### src/rtl/router_pkg.sv
// router_pkg: shared definitions for the router packet generator.
//   state_t       - generator FSM states
//   MAX_LEN       - largest legal payload length in bytes
//   LEN_W         - width of the payload length / byte counter
//   ILLEGAL_DEST  - destination code that has no router port behind it
//   LFSR_TAPS     - Galois tap mask for x^8+x^6+x^5+x^4+1 (right-shifting)
//   lfsr_fix_seed - maps the all-zero seed (a lock-up state) to 0x01
package router_pkg;

  typedef enum logic [2:0] {
    S_IDLE,
    S_HEADER,
    S_PAYLOAD,
    S_PARITY,
    S_GAP
  } state_t;

  localparam int         MAX_LEN      = 63;
  localparam int         LEN_W        = $clog2(MAX_LEN + 1);
  localparam logic [1:0] ILLEGAL_DEST = 2'b11;
  localparam logic [7:0] LFSR_TAPS    = 8'hB8;

  function automatic logic [7:0] lfsr_fix_seed(input logic [7:0] s);
    return (s == 8'h00) ? 8'h01 : s;
  endfunction

endpackage

### src/rtl/router_lfsr8.sv
// router_lfsr8: 8-bit Galois LFSR used as the pseudo-random payload source.
// Ports:
//   clk   - clock, rising edge
//   rst   - asynchronous active-low reset
//   load  - load the (zero-corrected) seed; has priority over adv
//   adv   - advance one LFSR step
//   seed  - seed value used on load
//   state - current LFSR state
module router_lfsr8
  import router_pkg::*;
(
  input  logic       clk,
  input  logic       rst,
  input  logic       load,
  input  logic       adv,
  input  logic [7:0] seed,
  output logic [7:0] state
);

  always_ff @(posedge clk or negedge rst) begin
    if (!rst) begin
      state <= 8'h01;
    end else if (load) begin
      state <= lfsr_fix_seed(seed);
    end else if (adv) begin
      state <= {1'b0, state[7:1]} ^ (state[0] ? LFSR_TAPS : 8'h00);
    end
  end

endmodule

### src/rtl/router_pkt_gen.sv
// router_pkt_gen: builds one router packet per accepted request:
//   header {len,dest} -> len payload bytes -> parity byte -> GAP_CYC idle cycles.
// Ports:
//   clk, rst          - clock and asynchronous active-low reset
//   start             - packet request, honoured only while ready=1
//   dest, len         - destination (0..2) and payload length (1..63)
//   mode, seed        - payload source (0 count from seed, 1 LFSR) and its seed
//   inj_err           - send the parity byte inverted
//   busy              - router stall; a byte moves only on edges with busy=0
//   pkt_valid         - high on header/payload bytes
//   data_out          - byte to router
//   ready             - high while idle
//   done, cfg_err     - one-cycle pulses: packet finished / request rejected
//   pkt_cnt           - completed packet count (wraps)
module router_pkt_gen
  import router_pkg::*;
#(
  parameter int GAP_CYC = 1
)
(
  input  logic             clk,
  input  logic             rst,
  input  logic             start,
  input  logic [1:0]       dest,
  input  logic [LEN_W-1:0] len,
  input  logic             mode,
  input  logic [7:0]       seed,
  input  logic             inj_err,
  input  logic             busy,
  output logic             pkt_valid,
  output logic [7:0]       data_out,
  output logic             ready,
  output logic             done,
  output logic             cfg_err,
  output logic [15:0]      pkt_cnt
);

  state_t           state, state_n;
  logic [1:0]       dest_q, dest_n;
  logic [LEN_W-1:0] len_q, len_n;
  logic             mode_q, mode_n;
  logic [7:0]       seed_q, seed_n;
  logic             inj_q, inj_n;
  logic [7:0]       parity, parity_n;
  logic [LEN_W-1:0] byte_cnt, byte_cnt_n;
  logic [3:0]       gap_cnt, gap_n;
  logic [7:0]       data_n;
  logic             valid_n, ready_n, done_n, cfg_err_n;
  logic [15:0]      cnt_n;
  logic             lfsr_load, lfsr_adv;
  logic [7:0]       lfsr_q, gen_byte, acc_parity;

  router_lfsr8 u_lfsr (
    .clk   (clk),
    .rst   (rst),
    .load  (lfsr_load),
    .adv   (lfsr_adv),
    .seed  (seed),
    .state (lfsr_q)
  );

  // byte_cnt is the index of the next payload byte to place on data_out;
  // the LFSR is kept in step with it so both sources yield byte k together.
  assign gen_byte   = mode_q ? lfsr_q : (seed_q + 8'(byte_cnt));
  // Parity including the byte currently on data_out (it is being accepted).
  assign acc_parity = parity ^ data_out;

  always_comb begin
    state_n    = state;
    dest_n     = dest_q;
    len_n      = len_q;
    mode_n     = mode_q;
    seed_n     = seed_q;
    inj_n      = inj_q;
    parity_n   = parity;
    byte_cnt_n = byte_cnt;
    gap_n      = gap_cnt;
    data_n     = data_out;
    valid_n    = pkt_valid;
    done_n     = 1'b0;
    cfg_err_n  = 1'b0;
    cnt_n      = pkt_cnt;
    lfsr_load  = 1'b0;
    lfsr_adv   = 1'b0;

    case (state)
      S_IDLE: begin
        if (start && ready) begin
          if (dest == ILLEGAL_DEST || len == '0) begin
            cfg_err_n = 1'b1;
          end else begin
            dest_n     = dest;
            len_n      = len;
            mode_n     = mode;
            seed_n     = seed;
            inj_n      = inj_err;
            parity_n   = 8'h00;
            byte_cnt_n = '0;
            lfsr_load  = 1'b1;
            data_n     = {len, dest};
            valid_n    = 1'b1;
            state_n    = S_HEADER;
          end
        end
      end
      S_HEADER: begin
        if (!busy) begin
          parity_n   = acc_parity;
          data_n     = gen_byte;
          byte_cnt_n = byte_cnt + 1'b1;
          lfsr_adv   = 1'b1;
          state_n    = S_PAYLOAD;
        end
      end
      S_PAYLOAD: begin
        if (!busy) begin
          parity_n = acc_parity;
          if (byte_cnt == len_q) begin
            data_n  = acc_parity ^ {8{inj_q}};
            valid_n = 1'b0;
            state_n = S_PARITY;
          end else begin
            data_n     = gen_byte;
            byte_cnt_n = byte_cnt + 1'b1;
            lfsr_adv   = 1'b1;
          end
        end
      end
      S_PARITY: begin
        if (!busy) begin
          data_n  = 8'h00;
          gap_n   = '0;
          state_n = S_GAP;
        end
      end
      S_GAP: begin
        if (gap_cnt == 4'(GAP_CYC - 1)) begin
          done_n  = 1'b1;
          cnt_n   = pkt_cnt + 16'd1;
          state_n = S_IDLE;
        end else begin
          gap_n = gap_cnt + 4'd1;
        end
      end
      default: state_n = S_IDLE;
    endcase

    ready_n = (state_n == S_IDLE);
  end

  always_ff @(posedge clk or negedge rst) begin
    if (!rst) begin
      state     <= S_IDLE;
      dest_q    <= '0;
      len_q     <= '0;
      mode_q    <= 1'b0;
      seed_q    <= 8'h00;
      inj_q     <= 1'b0;
      parity    <= 8'h00;
      byte_cnt  <= '0;
      gap_cnt   <= '0;
      data_out  <= 8'h00;
      pkt_valid <= 1'b0;
      ready     <= 1'b0;
      done      <= 1'b0;
      cfg_err   <= 1'b0;
      pkt_cnt   <= 16'h0000;
    end else begin
      state     <= state_n;
      dest_q    <= dest_n;
      len_q     <= len_n;
      mode_q    <= mode_n;
      seed_q    <= seed_n;
      inj_q     <= inj_n;
      parity    <= parity_n;
      byte_cnt  <= byte_cnt_n;
      gap_cnt   <= gap_n;
      data_out  <= data_n;
      pkt_valid <= valid_n;
      ready     <= ready_n;
      done      <= done_n;
      cfg_err   <= cfg_err_n;
      pkt_cnt   <= cnt_n;
    end
  end

endmodule

### config.mk
export PLATFORM = sky130hd
export DESIGN_NAME = router_pkt_gen
export DESIGN_NICKNAME = d
export VERILOG_FILES = /design/src/rtl/router_pkg.sv /design/src/rtl/router_lfsr8.sv /design/src/rtl/router_pkt_gen.sv
export SDC_FILE = /design/constraint.sdc
export NUM_CORES = 1
export LEC_CHECK = 0
export BUFFER_PORTS_ARGS = -buffer_cell sky130_fd_sc_hd__buf_4
export CAP_MARGIN = 20
export CORE_ASPECT_RATIO = 1.5
export CORE_MARGIN = 5
export CORE_UTILIZATION = 50
export CTS_CLUSTER_SIZE = 30
export DETAILED_ROUTE_END_ITERATION = 16
export GPL_TIMING_DRIVEN = 0
export HOLD_SLACK_MARGIN = 0.05
export PLACE_DENSITY = 0.7
export SLEW_MARGIN = 20
export SYNTH_ARGS = -nofsm -noshare
export SYNTH_HDL_FRONTEND = slang
export SYNTH_SLANG_ARGS = --single-unit
### constraint.sdc
create_clock -name clk -period 2.29 [get_ports clk]
set_input_delay 0.229 -clock clk [delete_from_list [all_inputs] [get_ports clk]]
set_output_delay 0.229 -clock clk [all_outputs]
set_load 0.01 [all_outputs]
Word level (Yosys, flattened, before mapping)
Cells that the tools add are included.
{ "word_totals": {"regBits": 73, "word_cells": 109, "out_inout_bits": 28, "in_bits": 22} }
{ "op_classes": {"bitwise": 4, "n_reduce_logical": 21, "mux": 50, "eq_ne": 15, "n_addsub": 4} }
{ "ops": {"columns": ["operator", "count"], "rows": [
  ["8-bit two-way mux", 14],
  ["8-bit one-hot mux with 4 select lines", 1],
  ["6-bit two-way mux", 5],
  ["3-bit two-way mux", 7],
  ["2-bit != test, second input constant", 9],
  ["6-bit one-hot mux with 3 select lines", 1],
  ["16-bit by 1-bit adder with 16-bit output, second input constant", 1],
  ["8-bit one-hot mux with 2 select lines", 1],
  ["8-bit bitwise XOR", 2],
  ["1-bit two-way mux", 15],
  ["3-bit one-hot mux with 5 select lines", 1],
  ["6-bit AND reduction", 2],
  ["8-bit by 6-bit adder with 8-bit output", 1],
  ["8-bit zero test", 1],
  ["4-bit two-way mux", 2],
  ["4-bit one-hot mux with 2 select lines", 1],
  ["2-bit nonzero test", 4],
  ["7-bit by 8-bit bitwise XOR with 8-bit output", 1],
  ["6-bit by 1-bit adder with 6-bit output, second input constant", 1],
  ["3-bit by 2-bit equality test with 1-bit output, second input constant", 2],
  ["6-bit equality test", 1],
  ["3-bit zero test", 2],
  ["6-bit zero test", 1],
  ["3-bit AND reduction", 2],
  ["other kinds (15)", 16]
]} }

Longest topological paths before layout
Gate-level depths: netlist of the first run.
{ "logic_depth": {"ltp_word": 6, "depth_mapped": 8, "ltp_nobuf": 7} }

Hierarchy
Synthesis of the first run repeated with hierarchy kept, for this count alone.
{ "unflattened": {"hier_cells": 430, "hier_area_um2": 4093.9} }
{ "by_module_without_submodules": {"columns": ["mod", "area_each_um2", "cells_per_inst", "n_inst", "seq_area_each_um2"], "rows": [
  ["router_pkt_gen", 3687.3, 390, 1, 1626.6],
  ["router_lfsr8", 406.6, 40, 1, 201.4]
]} }

Worst setup path after synthesis of the first run
Ideal clock, no wire load.
{ "synth_timing": {"path_kind": "reg2reg", "start": "register byte_cnt[0]", "end": "register data_out[6]", "required_time_ps": 2159, "synth_period_minus_slack_ps": 2074, "setup_ps": 131, "stages_incl_launch_ff": 8, "arrival_ps": 1942, "path_buffers": 0, "path_slack_ps": 216, "cell_sequence": "dfrtp_1 ha_1 fa_1 a211oi_1 nor3b_1 mux2_2 o21ai_0 a211oi_2"} }
{ "synth_between": {"elab_chain_cells": 5, "word_cells_on_any_way": 7, "classes_between": "add/sub (1); eq/ne (1); mux (5)"} }
{ "synth_lines": {"columns": ["element", "line_no", "source"], "rows": [
  ["start, declared", "router_pkt_gen.sv:45", "logic [LEN_W-1:0] byte_cnt, byte_cnt_n;"],
  ["start signal, assigned", "router_pkt_gen.sv:176", "byte_cnt <= byte_cnt_n;"],
  ["8-bit by 6-bit adder with 8-bit output", "router_pkt_gen.sv:64", "assign gen_byte = mode_q ? lfsr_q : (seed_q + 8'(byte_cnt));"],
  ["8-bit two-way mux", "router_pkt_gen.sv:64", null],
  ["8-bit two-way mux", "router_pkt_gen.sv:118", "if (byte_cnt == len_q) begin"],
  ["8-bit two-way mux", "router_pkt_gen.sv:116", "if (!busy) begin"],
  ["8-bit one-hot mux with 4 select lines *", "router_pkt_gen.sv:86", "case (state)"],
  ["end signal, assigned", "router_pkt_gen.sv:178", "data_out <= data_n;"],
  ["end, declared", "router_pkt_gen.sv:31", "output logic [7:0] data_out,"]
]} }
Mark *: on every way between the ends. The rest lies on a longest branch, timed or not. The select of a mux whose other input is x is not followed.
A chain may end at the register's enable or synchronous reset.

Worst setup path after layout of the first run
{ "layout_timing": {"start": "register state[2]", "end": "register data_out[2]"} }
{ "layout_between": {"elab_chain_cells": 3, "word_cells_on_any_way": 12, "classes_between": "eq/ne (8); mux (1); reduce/logical (3)"} }
{ "layout_lines": {"columns": ["element", "line_no", "source"], "rows": [
  ["start, declared", "router_pkt_gen.sv:38", "state_t state, state_n;"],
  ["start signal, assigned", "router_pkt_gen.sv:169", "state <= state_n;"],
  ["3-bit by 2-bit equality test with 1-bit output (tied with other cells)", "router_pkt_gen.sv:86", null],
  ["4-bit nonzero test (no line) / 2-bit != test (equally long branches)", null, null],
  ["6-bit AND reduction (no line)", null, null]
]} }
Parallel ways exist; a longest one is shown, timed or not.

==> metrics.md, run 1 <==
| Metric | Value |
|---|---|
| Status | complete, no violations |
| Type of the worst setup path | flop to flop |
| Die height | 121 um |
| Lkg Pwr | 2.34 nW |
| Largest family of logic cells by synthesized area | simple AND/OR/NAND/NOR gates |
| Fin util | 62.0% |
| Placed Area | 0.00460 mm^2 |
| Max Slew Vio Count | 0 |
| DIE WIDTH | 83.9 um |
| Top_reg_cell synth | dfrtp_1 |
| Synth Area in Compound Gates | 15.1% |
| Critical path cell sequence | buf_6 > or3b_4 > or4_4 > nor4_4 > buf_4 > buf_2 > a21oi_1 > a22oi_1 |
| Initial core utilization | 51.2% |
| Pwr Density | 1340 mW/mm^2 |
| Final instance area | 0.00497 mm^2 |
| Layout cells sized above 1 | 22.3% |
| Clock-pin slew on the worst setup and hold paths | 0.05 ns |
| Slowest stage delay, CP | 0.43 ns |
| Worst EP required | 2.54 ns |
| Mux cell area share after synthesis | 2.41% |
| Initial antenna violation count | 0 |
| Post-Syn Instances | 430 |
| DP HPWL | 7.73 mm |
| Rel. slew slack | 37.3% |
| Die Footprint | 0.0101 mm^2 |
| Vias in the first global route | 3546 |
| Post-synth net total | 463 |
| Row Count | 40 |
| Post-synth top area share | 44.0% |
| Critical path's top delay family | simple AND/OR/NAND/NOR gates |
| Root buffer cell | clkbuf_16 |
| CTS buffer count | 9 |
| Worst hold path class | primary input to async pin |
| Filler cell count | 692 |
| Reg area | 0.00183 mm^2 |
| Final Cycle Share | 98.6% |
| DRC viols | 0 |
| Fin Clk Skew | 0.00395 ns |
| Post-synth EDFFs | 0 |
| Area of the multi-input gates | 0.00216 mm^2 |
| Tmin final | 2.26 ns |
| Setup crit start kind | flop |
| Synth area leaders | dfrtp_1 44%, nand2_1 5.6%, xnor2_1 5.3% |
| GPL Wtd Cong | 0.878 |
| Cell variety after synth | 58 |
| Buffers & Inverters on Critical Path | 3 |
| Worst EP arrival | 2.51 ns |
| TritonCTS clock tree | built |
| H-tree depth | 3 |
| Crit-path max FO | 5 |
| Power Total | 0.00665 W |
| Max Cap Viol | 0 |
| Sequential share of the synthesized area | 44.6% |
| Mean post-synth cell area | 9.53 um^2 |
| Nets | 532 |
| Worst-Margin Slew | 0.941 ns |
| Worst Setup End Kind | flop |
| Maximum vdd drop | 0.726 mV |
| Overall global routing resource usage | 21.9% |
| Slowest CP cell | or4_4 |
| Final setup fails | 0 |
| Largest net degree at the start of global routing | 74 |
| Syn Std Cell Area | 0.00410 mm^2 |
| Final Hold Viols | 0 |
| Num Clock Sinks | 73 |
| Overflow after GRT | 0 |
| RSZ-0062 raised after global routing | yes |
| 1st-pass router iterations | 5 |
| Via density per instance | 5.80 |
| Synth Area in Adders | 3.54% |
| Post-route ant nets | 0 |
| IO buf count | 49 |
| Clock buffer depth | 2 |
| Yosys reg bits | 73 |
| Final wirelength | 10.7 mm |
| XOR/XNOR Fraction of Synth Area | 9.62% |
| Hold Buf Count CTS | 0 |
| Syn-to-layout area delta | 21.2% |
| Ys async rst share | 100% |
| # IOs | 50 |
| Synth Area in Simple Gates | 21.3% |
| Wire per inst | 17.6 um |
| Starting DRT DRC Count | 301 |
| Ys Warns | 0 |
| Worst skew pair latency | 0.34 ns |
| First-pass GRT wire length | 17.5 mm |
| Fmax | 443 MHz |
| Yosys top cell by area | dfrtp_1 |
| Most frequent cells in the layout | 71 x dfrtp_1, 61 x nand2_1, 58 x buf_4 |
| Via count | 3518 |
| Core area | 0.00801 mm^2 |
| Ant diodes | 0 |
| Commonest non-fill, non-tap cell in the layout | dfrtp_1 |
[report_power, final]
group / internal, W / switching (W)
Combinational: 0.00142 / 0.00177
Sequential: 0.00174 / 0.000444
Clock: 0.000781 / 0.000501
[worst reg2reg max path, delay by kind of cell (launching register included)]
family	cells	cell delay (ns)
AO/OA/AOI/OAI	2	0.28
flip-flops	1	0.37
AND/OR/NAND/NOR	3	1.04
buffers and inverters	3	0.49
[what timing repair did]
| item | in CTS | in global routing |
|---|---|---|
| setup endpoints to repair | 2 | 31 |
| cloned | 0 | 1 |
| resized for setup | 3 | 11 |
| pin swaps | 0 | 6 |
| setup buffers | 0 | 8 |
[layout make-up]
class / count / share of cell area [%]
buffer: 20 / 2.24
clock buffer: 14 / 5.32
multi-input combinational: 328 / 43.6
timing repair buffer: 58 / 8.72
inverter: 9 / 0.680
tap: 105 / 2.65
sequential: 73 / 36.8
[worst paths after layout]
check	start	to	slack, ns	cells after the start
worst min-delay path	rst	pkt_cnt[7]$_DFFE_PN0P_	0.03	1
worst max-delay path	state[2]$_DFF_PN0_	data_out[2]$_DFFE_PN0P_	0.03	8
min in group clk	mode	mode_q$_DFFE_PN0P_	0.08	3
worst max register to register	state[2]$_DFF_PN0_	data_out[2]$_DFFE_PN0P_	0.03	8
max in group asynchronous	rst	byte_cnt[0]$_DFFE_PN0P_	1.59	1
worst min register to register	pkt_cnt[15]$_DFFE_PN0P_	pkt_cnt[15]$_DFFE_PN0P_	0.48	1
[state kept, by name, indices dropped and copies added, names as in the netlist, 3 cells and up]
signal        flops
byte_cnt          6
gap_cnt           4
data_out          8
pkt_cnt          16
seed_q            8
len_q             6
parity            8
state             3
u_lfsr.state      8
[synthesized netlist by cell type, types with 4 or more instances]
master    number
dfrtp_1       72
nand2_1       61
nor2_1        28
xnor2_1       25
o21ai_0       24
nand3_1       21
xor2_1        20
a21oi_1       13
nor3_1        12
ha_1          10
clkbuf_1       9
inv_1          9
and3_1         8
mux2_2         7
a211oi_1       6
a21o_1         6
a221o_1        6
buf_2          6
o31ai_1        6
nand4_1        5
nor3b_1        5
o22ai_1        5
nor2b_1        4
[stage by stage]
stage | worst slack (ns) | TNS, ns | cells | hold WS (ns)
2_1_floorplan | 0.216 | 0 | 430 | -0.0666
5_1_grt | -0.0400 | -0.166 | 607 | 0.0810
3_5_place_dp | -0.111 | -0.140 | 584 | 0.426
6_report | 0.0322 | 0 | 607 | 0.0255
3_3_place_gp | -0.0892 | -0.0892 | 584 | 0.421
4_1_cts | 0.0387 | 0 | 598 | 0.0773
[routing by layer]
| metal | GRT usage, % | routed length [um] | vias to the layer above |
|---|---|---|---|
| met2 | 36.8 | 5440 | 96 |
| met5 | 0 | 0 | - |
| li1 | - | - | 1667 |
| met3 | 5.23 | 532 | 31 |
| met4 | 12.3 | 456 | 0 |
| met1 | 25.6 | 4260 | 1724 |
[cell families after synthesis]
family,Yosys count
AOI/OAI and AO/OA,91
xor gates and xnor gates,45
adders and majority gates,11
buffers and inverters,29
DFF,73
muxes,9
and+or+nand+nor,172
(Power assumes the default switching activity.)
==> run 2, diff against run 1 <==
--- a/config.mk
+++ b/config.mk
@@ -6,15 +6,14 @@
 export NUM_CORES = 1
 export LEC_CHECK = 0
 export BUFFER_PORTS_ARGS = -buffer_cell sky130_fd_sc_hd__buf_4
-export CAP_MARGIN = 20
 export CORE_ASPECT_RATIO = 1.5
 export CORE_MARGIN = 5
-export CORE_UTILIZATION = 50
+export CORE_UTILIZATION = 55
 export CTS_CLUSTER_SIZE = 30
 export DETAILED_ROUTE_END_ITERATION = 16
 export GPL_TIMING_DRIVEN = 0
 export HOLD_SLACK_MARGIN = 0.05
-export PLACE_DENSITY = 0.7
+export PLACE_DENSITY = 0.76
 export SLEW_MARGIN = 20
 export SYNTH_ARGS = -nofsm -noshare
 export SYNTH_HDL_FRONTEND = slang
==> run 2 against run 1 <==
Against the previous run:
- register-to-register slack improved by 0.06 ns
- die area fell by 8.2%
- critical path type unchanged
- highest routed layer unchanged
- global-route usage rose by 0.96 points
- design area fell by 2.2%
- largest power group unchanged
- setup slack improved by 0.061 ns
- clock power fell by 15%
- power fell by 4.3%
- core utilization rose by 4.7 points
==> metrics.md, run 2 (synthesis gave the netlist of run 1 again) <==
| Metric | Value |
|---|---|
| Fin Hold WS | 0.0623 ns |
| Die height | 116 um |
| Nets | 526 |
| First-pass GRT wire length | 16.3 mm |
| Worst-Margin Slew | 0.928 ns |
| Commonest non-fill, non-tap cell in the layout | dfrtp_1 |
| GPL Wtd Cong | 0.833 |
| Crit-path max FO | 9 |
| Core area | 0.00727 mm^2 |
| Type of the worst setup path | flop to flop |
| Worst Setup End Kind | flop |
| TritonCTS clock tree | built |
| Final wirelength | 10.1 mm |
| Final setup fails | 0 |
| # IOs | 50 |
| Sw power | 0.00266 W |
| Overflow after GRT | 0 |
| Initial core utilization | 56.3% |
| Most frequent cells in the layout | 72 x dfrtp_1, 61 x nand2_1, 51 x buf_4 |
| Via density per instance | 5.81 |
| Tmin final | 2.20 ns |
| Overall global routing resource usage | 22.9% |
| Slowest CP cell | or4_4 |
| Setup slack after layout | 0.0931 ns |
| Worst skew pair latency | 0.36 ns |
| Via count | 3475 |
| Hold endpoint | inj_q$_DFFE_PN0P_ |
| Fmax | 455 MHz |
| Lkg Pwr | 2.28 nW |
| FF-to-FF End | u_lfsr.state[5]$_DFFE_PN0P_ |
| Int Power | 0.00371 W |
| Status | complete, no violations |
| Starting DRT DRC Count | 197 |
| Fin Clk Skew | 0.0105 ns |
| Critical hold path startpoint | inj_err |
| Crit path launch | state[2]$_DFF_PN0_ |
| Clock buffer depth | 2 |
| Final instance area | 0.00486 mm^2 |
| Worst EP required | 2.54 ns |
| Comb power frac | 48.8% |
| Final Cycle Share | 95.9% |
| Reg2reg path depth | 6 |
| Max Cap Viol | 0 |
| Power Total | 0.00636 W |
| Fin util | 66.8% |
| DIE WIDTH | 80.5 um |
| Slowest stage delay, CP | 0.44 ns |
| Sequential Power Share | 34.1% |
| Layout cells sized above 1 | 20.7% |
| Initial antenna violation count | 0 |
| Syn-to-layout area delta | 18.5% |
| Max FFs per register | 16 |
| Pre-CTS setup slack | -0.119 ns |
| IO buf count | 49 |
| Wire per inst | 16.9 um |
| Rel. slew slack | 38.1% |
| Ant diodes | 0 |
| Clock Power Share | 17.1% |
| Num Clock Sinks | 73 |
| Final Hold Viols | 0 |
| Root buffer cell | clkbuf_8 |
| Setup crit start kind | flop |
| Sw Ratio | 41.8% |
| Hold path depth | 3 |
| 1st-pass router iterations | 4 |
| CTS buffer count | 9 |
| DRC viols | 0 |
| Max Slew Vio Count | 0 |
| Maximum vdd drop | 0.719 mV |
| R2R Path Start | state[2]$_DFF_PN0_ |
| Worst hold path class | primary input to flop |
| Filler cell count | 600 |
| Register with the most flip-flops | pkt_cnt |
| Largest net degree at the start of global routing | 74 |
| DP HPWL | 7.41 mm |
| Die Footprint | 0.00931 mm^2 |
| Placed Area | 0.00459 mm^2 |
| H-tree depth | 3 |
| R2r setup slk | 0.09 ns |
| Worst EP arrival | 2.44 ns |
| Row Count | 38 |
| Post-route ant nets | 0 |
| Clock-pin slew on the worst setup and hold paths | 0.08 ns |
| Vias in the first global route | 3360 |
| Pwr Density | 1310 mW/mm^2 |
| Critical path cell sequence | buf_6 > or3b_1 > or4_4 > nor4_4 > nor2_2 > a221o_1 |
run 2: changes by cell type in the layout (fill, tap and decap cells not counted), sizes merged:
cell,delta
clkinvlp,+2
bufinv,+1
dlygate4sd3,+2
buf,-8
clkbuf,-2
clkinv,+1
run 2: layout make-up:
| type | instances | area, um^2 | share of cell area (%) |
|---|---|---|---|
| plain buffers | 20 | 111 | 2.29 |
| clock inverters | 4 | 50.0 | 1.03 |
| well taps | 100 | 125 | 2.58 |
| clock buffers | 12 | 165 | 3.40 |
| inverters | 9 | 33.8 | 0.696 |
| multi-input cells | 328 | 2150 | 44.2 |
| repair buffers | 52 | 395 | 8.14 |
| flip-flops and latches | 73 | 1830 | 37.6 |
run 2: power groups by stage:
stage	clock network [W]	registers (W)	logic, W
after floorplan	0	0.00212	0.00224
after CTS	0.00110	0.00217	0.00307
after global placement	0	0.00217	0.00296
after detailed placement	0	0.00219	0.00303
after global routing	0.00115	0.00223	0.00343
final	0.00109	0.00217	0.00310
run 2: worst max path at each step:
stage | endpoint | slack [ns] | depth (start not counted)
finish | u_lfsr.state[5]$_DFFE_PN0P_ | 0.09 | 6
global route | pkt_cnt[8]$_DFFE_PN0P_ | -0.01 | 8
CTS | pkt_cnt[15]$_DFFE_PN0P_ | 0.01 | 7
detailed placement | data_out[6]$_DFFE_PN0P_ | -0.12 | 7
global placement | data_out[6]$_DFFE_PN0P_ | -0.11 | 7
floorplan | data_out[6]$_DFFE_PN0P_ | 0.22 | 7
run 2: stage by stage:
step           TNS [ns]  instances
6_report              0        598
5_1_grt         -0.0141        598
4_1_cts               0        597
3_5_place_dp     -0.119        579
3_3_place_gp     -0.112        579
2_1_floorplan         0        430
run 2: timing repair:
action                     in CTS  in global routing
setup buffers                   0                  1
hold endpoints to repair       26                  0
resized for setup               2                  7
hold buffers                    2                  0
cloned                          0                  0
setup endpoints to repair       1                 17
pin swaps                       0                  1
run 2: per-layer routing:
metal,global-route usage [%],wire (um),vias up
met4,10.7,383,0
met1,25.8,3990,1712
met3,3.97,454,30
li1,-,-,1651
met2,41.3,5280,82
met5,0,0,-
run 2: worst max-delay path, delay by kind of cell, from the launching register on:
family          cells  cell delay, ns
flops               1            0.37
simple gates        4            1.26
compound gates      1            0.31
buf+inv             1            0.13
==> run 3, diff against run 2 <==
==> constraint.sdc (replaced) <==
create_clock -name clk -period 2.29 [get_ports clk]
set_input_delay 0.1145 -clock clk [delete_from_list [all_inputs] [get_ports clk]]
set_output_delay 0.1145 -clock clk [all_outputs]
set_load 0.01 [all_outputs]
==> run 3 against run 2 <==
Against the previous run:
- sequential power about the same
- count of clock-buffer cells in the layout unchanged
- via count up 1.2%
- global-route usage up 0.36 points
==> metrics.md, run 3 (synthesis gave the netlist of run 1 again) <==
| Metric | Value |
|---|---|
| Status | complete, no violations |
| Crit-path max FO | 10 |
| Worst Setup End Kind | flop |
| Sequential Power Share | 33.8% |
| Rel. slew slack | 39.2% |
| H-tree depth | 3 |
| Row Count | 38 |
| Placed cells | 579 |
| Highest routed layer | met4 |
| Die height | 116 um |
| 1st-pass router iterations | 4 |
| Wire per inst | 17.1 um |
| DRC viols | 0 |
| Routed length on met1 | 3.93 mm |
| Via density per instance | 5.78 |
| Hold path depth | 3 |
| Tmin final | 2.23 ns |
| Worst hold path class | primary input to flop |
| Final setup fails | 0 |
| Ant diodes | 0 |
| Clock-pin slew on the worst setup and hold paths | 0.08 ns |
| Worst-Margin Slew | 0.912 ns |
| IO buf count | 49 |
| Placed Area | 0.00459 mm^2 |
| Max Slew Vio Count | 0 |
| Routed wl met2 | 5.55 mm |
| Final instance area | 0.00497 mm^2 |
| Reg2reg path depth | 7 |
| Int Power | 0.00373 W |
| Fin Clk Skew | 0.00774 ns |
| Final Hold Viols | 0 |
| Setup crit start kind | flop |
| CTS buffer count | 9 |
| First-pass GRT wire length | 16.5 mm |
| DIE WIDTH | 80.5 um |
| DP HPWL | 7.41 mm |
| Die Footprint | 0.00931 mm^2 |
| Filler cell count | 592 |
| Worst EP required | 2.56 ns |
| Fin Hold WS | 0.106 ns |
| Max Cap Viol | 0 |
| Initial antenna violation count | 0 |
| Detail Route met3 WL | 516 um |
| Clock Power Share | 17.0% |
| Lkg Pwr | 2.33 nW |
| Pwr Density | 1290 mW/mm^2 |
| Commonest non-fill, non-tap cell in the layout | dfrtp_1 |
| Core area | 0.00727 mm^2 |
| Layout cells sized above 1 | 20.5% |
| GPL Wtd Cong | 0.833 |
| Type of the worst setup path | flop to flop |
| Fmax | 448 MHz |
| Post-route ant nets | 0 |
| Register with the most flip-flops | pkt_cnt |
| Num Clock Sinks | 73 |
| TritonCTS clock tree | built |
| Final Cycle Share | 97.4% |
| Nets | 536 |
| Starting DRT DRC Count | 234 |
| Comb power frac | 49.1% |
| Sw Ratio | 41.9% |
| Worst EP arrival | 2.50 ns |
| Most frequent cells in the layout | 72 x dfrtp_1, 61 x nand2_1, 51 x buf_4 |
| Clock buffer depth | 2 |
| Max FFs per register | 16 |
| Sw power | 0.00270 W |
| Final wirelength | 10.4 mm |
| # IOs | 50 |
| Root buffer cell | clkbuf_8 |
| Sum Neg Setup Slack | 0 ns |
| Syn-to-layout area delta | 21.3% |
| Fin cells | 608 |
| Worst skew pair latency | 0.36 ns |
| Via count | 3516 |
| Maximum vdd drop | 0.734 mV |
| Vias in the first global route | 3407 |
| Largest net degree at the start of global routing | 74 |
| Overall global routing resource usage | 23.2% |
| Initial core utilization | 56.3% |
| Overflow after GRT | 0 |
[run 3: changes by cell type in the layout (fill, tap and decap cells not counted)]
cell,change
dlygate4sd3_1,+10
buf_2,-2
buf_6,+2
o21ai_1,-1
o21ai_2,+1
[run 3: final timing paths]
check / start / to / slack, ns
min in group asynchronous: rst / pkt_cnt[7]$_DFFE_PN0P_ / 0.43
max in group asynchronous: rst / len_q[5]$_DFFE_PN0P_ / 1.27
hold / removal: seed[3] / seed_q[3]$_DFFE_PN0P_ / 0.11
setup / recovery: state[2]$_DFF_PN0_ / data_out[3]$_DFFE_PN0P_ / 0.06
setup reg to reg: state[2]$_DFF_PN0_ / data_out[3]$_DFFE_PN0P_ / 0.06
hold reg to reg: pkt_cnt[15]$_DFFE_PN0P_ / pkt_cnt[15]$_DFFE_PN0P_ / 0.47
[run 3: critical path, stage by stage, from the launching register on]
cell and delay (ns):
dfrtp_1 0.38, buf_6 0.13, or3b_1 0.42, or4_4 0.45, nor4_4 0.28, buf_6 0.20, a221oi_1 0.10, a211oi_1 0.19
[run 3: per-stage QoR]
| step | total power (W) | util, % | worst slack [ns] |
|---|---|---|---|
| finish | 0.00643 | 68.4 | 0.0589 |
| global route | 0.00686 | 68.4 | -0.0141 |
| CTS | 0.00635 | 67.8 | 0.0107 |
| detailed placement | 0.00521 | 63.1 | -0.119 |
| global placement | 0.00513 | 63.1 | -0.112 |
| floorplan | 0.00436 | - | 0.216 |
[run 3: routing by layer]
layer  up-vias  global-route usage, %
met5         -                      0
met4         0                   11.0
met3        32                   4.04
met2        96                   42.0
met1      1718                   26.0
li1       1670                      -
[run 3: power groups by stage]
| stage | logic (W) | registers, W | clock network, W |
|---|---|---|---|
| floorplan | 0.00224 | 0.00212 | 0 |
| global placement | 0.00296 | 0.00217 | 0 |
| detailed placement | 0.00303 | 0.00219 | 0 |
| CTS | 0.00309 | 0.00217 | 0.00110 |
| global route | 0.00348 | 0.00223 | 0.00115 |
| finish | 0.00316 | 0.00217 | 0.00110 |
[run 3: layout make-up]
type / instances / area (um^2) / share of cell area [%]
clock buffer: 12 / 165 / 3.32
multi-input combinational: 328 / 2150 / 43.3
inverter: 9 / 33.8 / 0.679
clock inverter: 4 / 50.0 / 1.01
tap: 100 / 125 / 2.52
buffer: 20 / 124 / 2.49
sequential: 73 / 1830 / 36.8
timing repair buffer: 62 / 495 / 9.96
[run 3: repair_timing]
action,CTS,global route
setup endpoints to repair,1,31
cloned,0,0
resized for setup,2,14
setup buffers,0,1
pin swaps,0,1
hold buffers,12,0
hold endpoints to repair,84,0
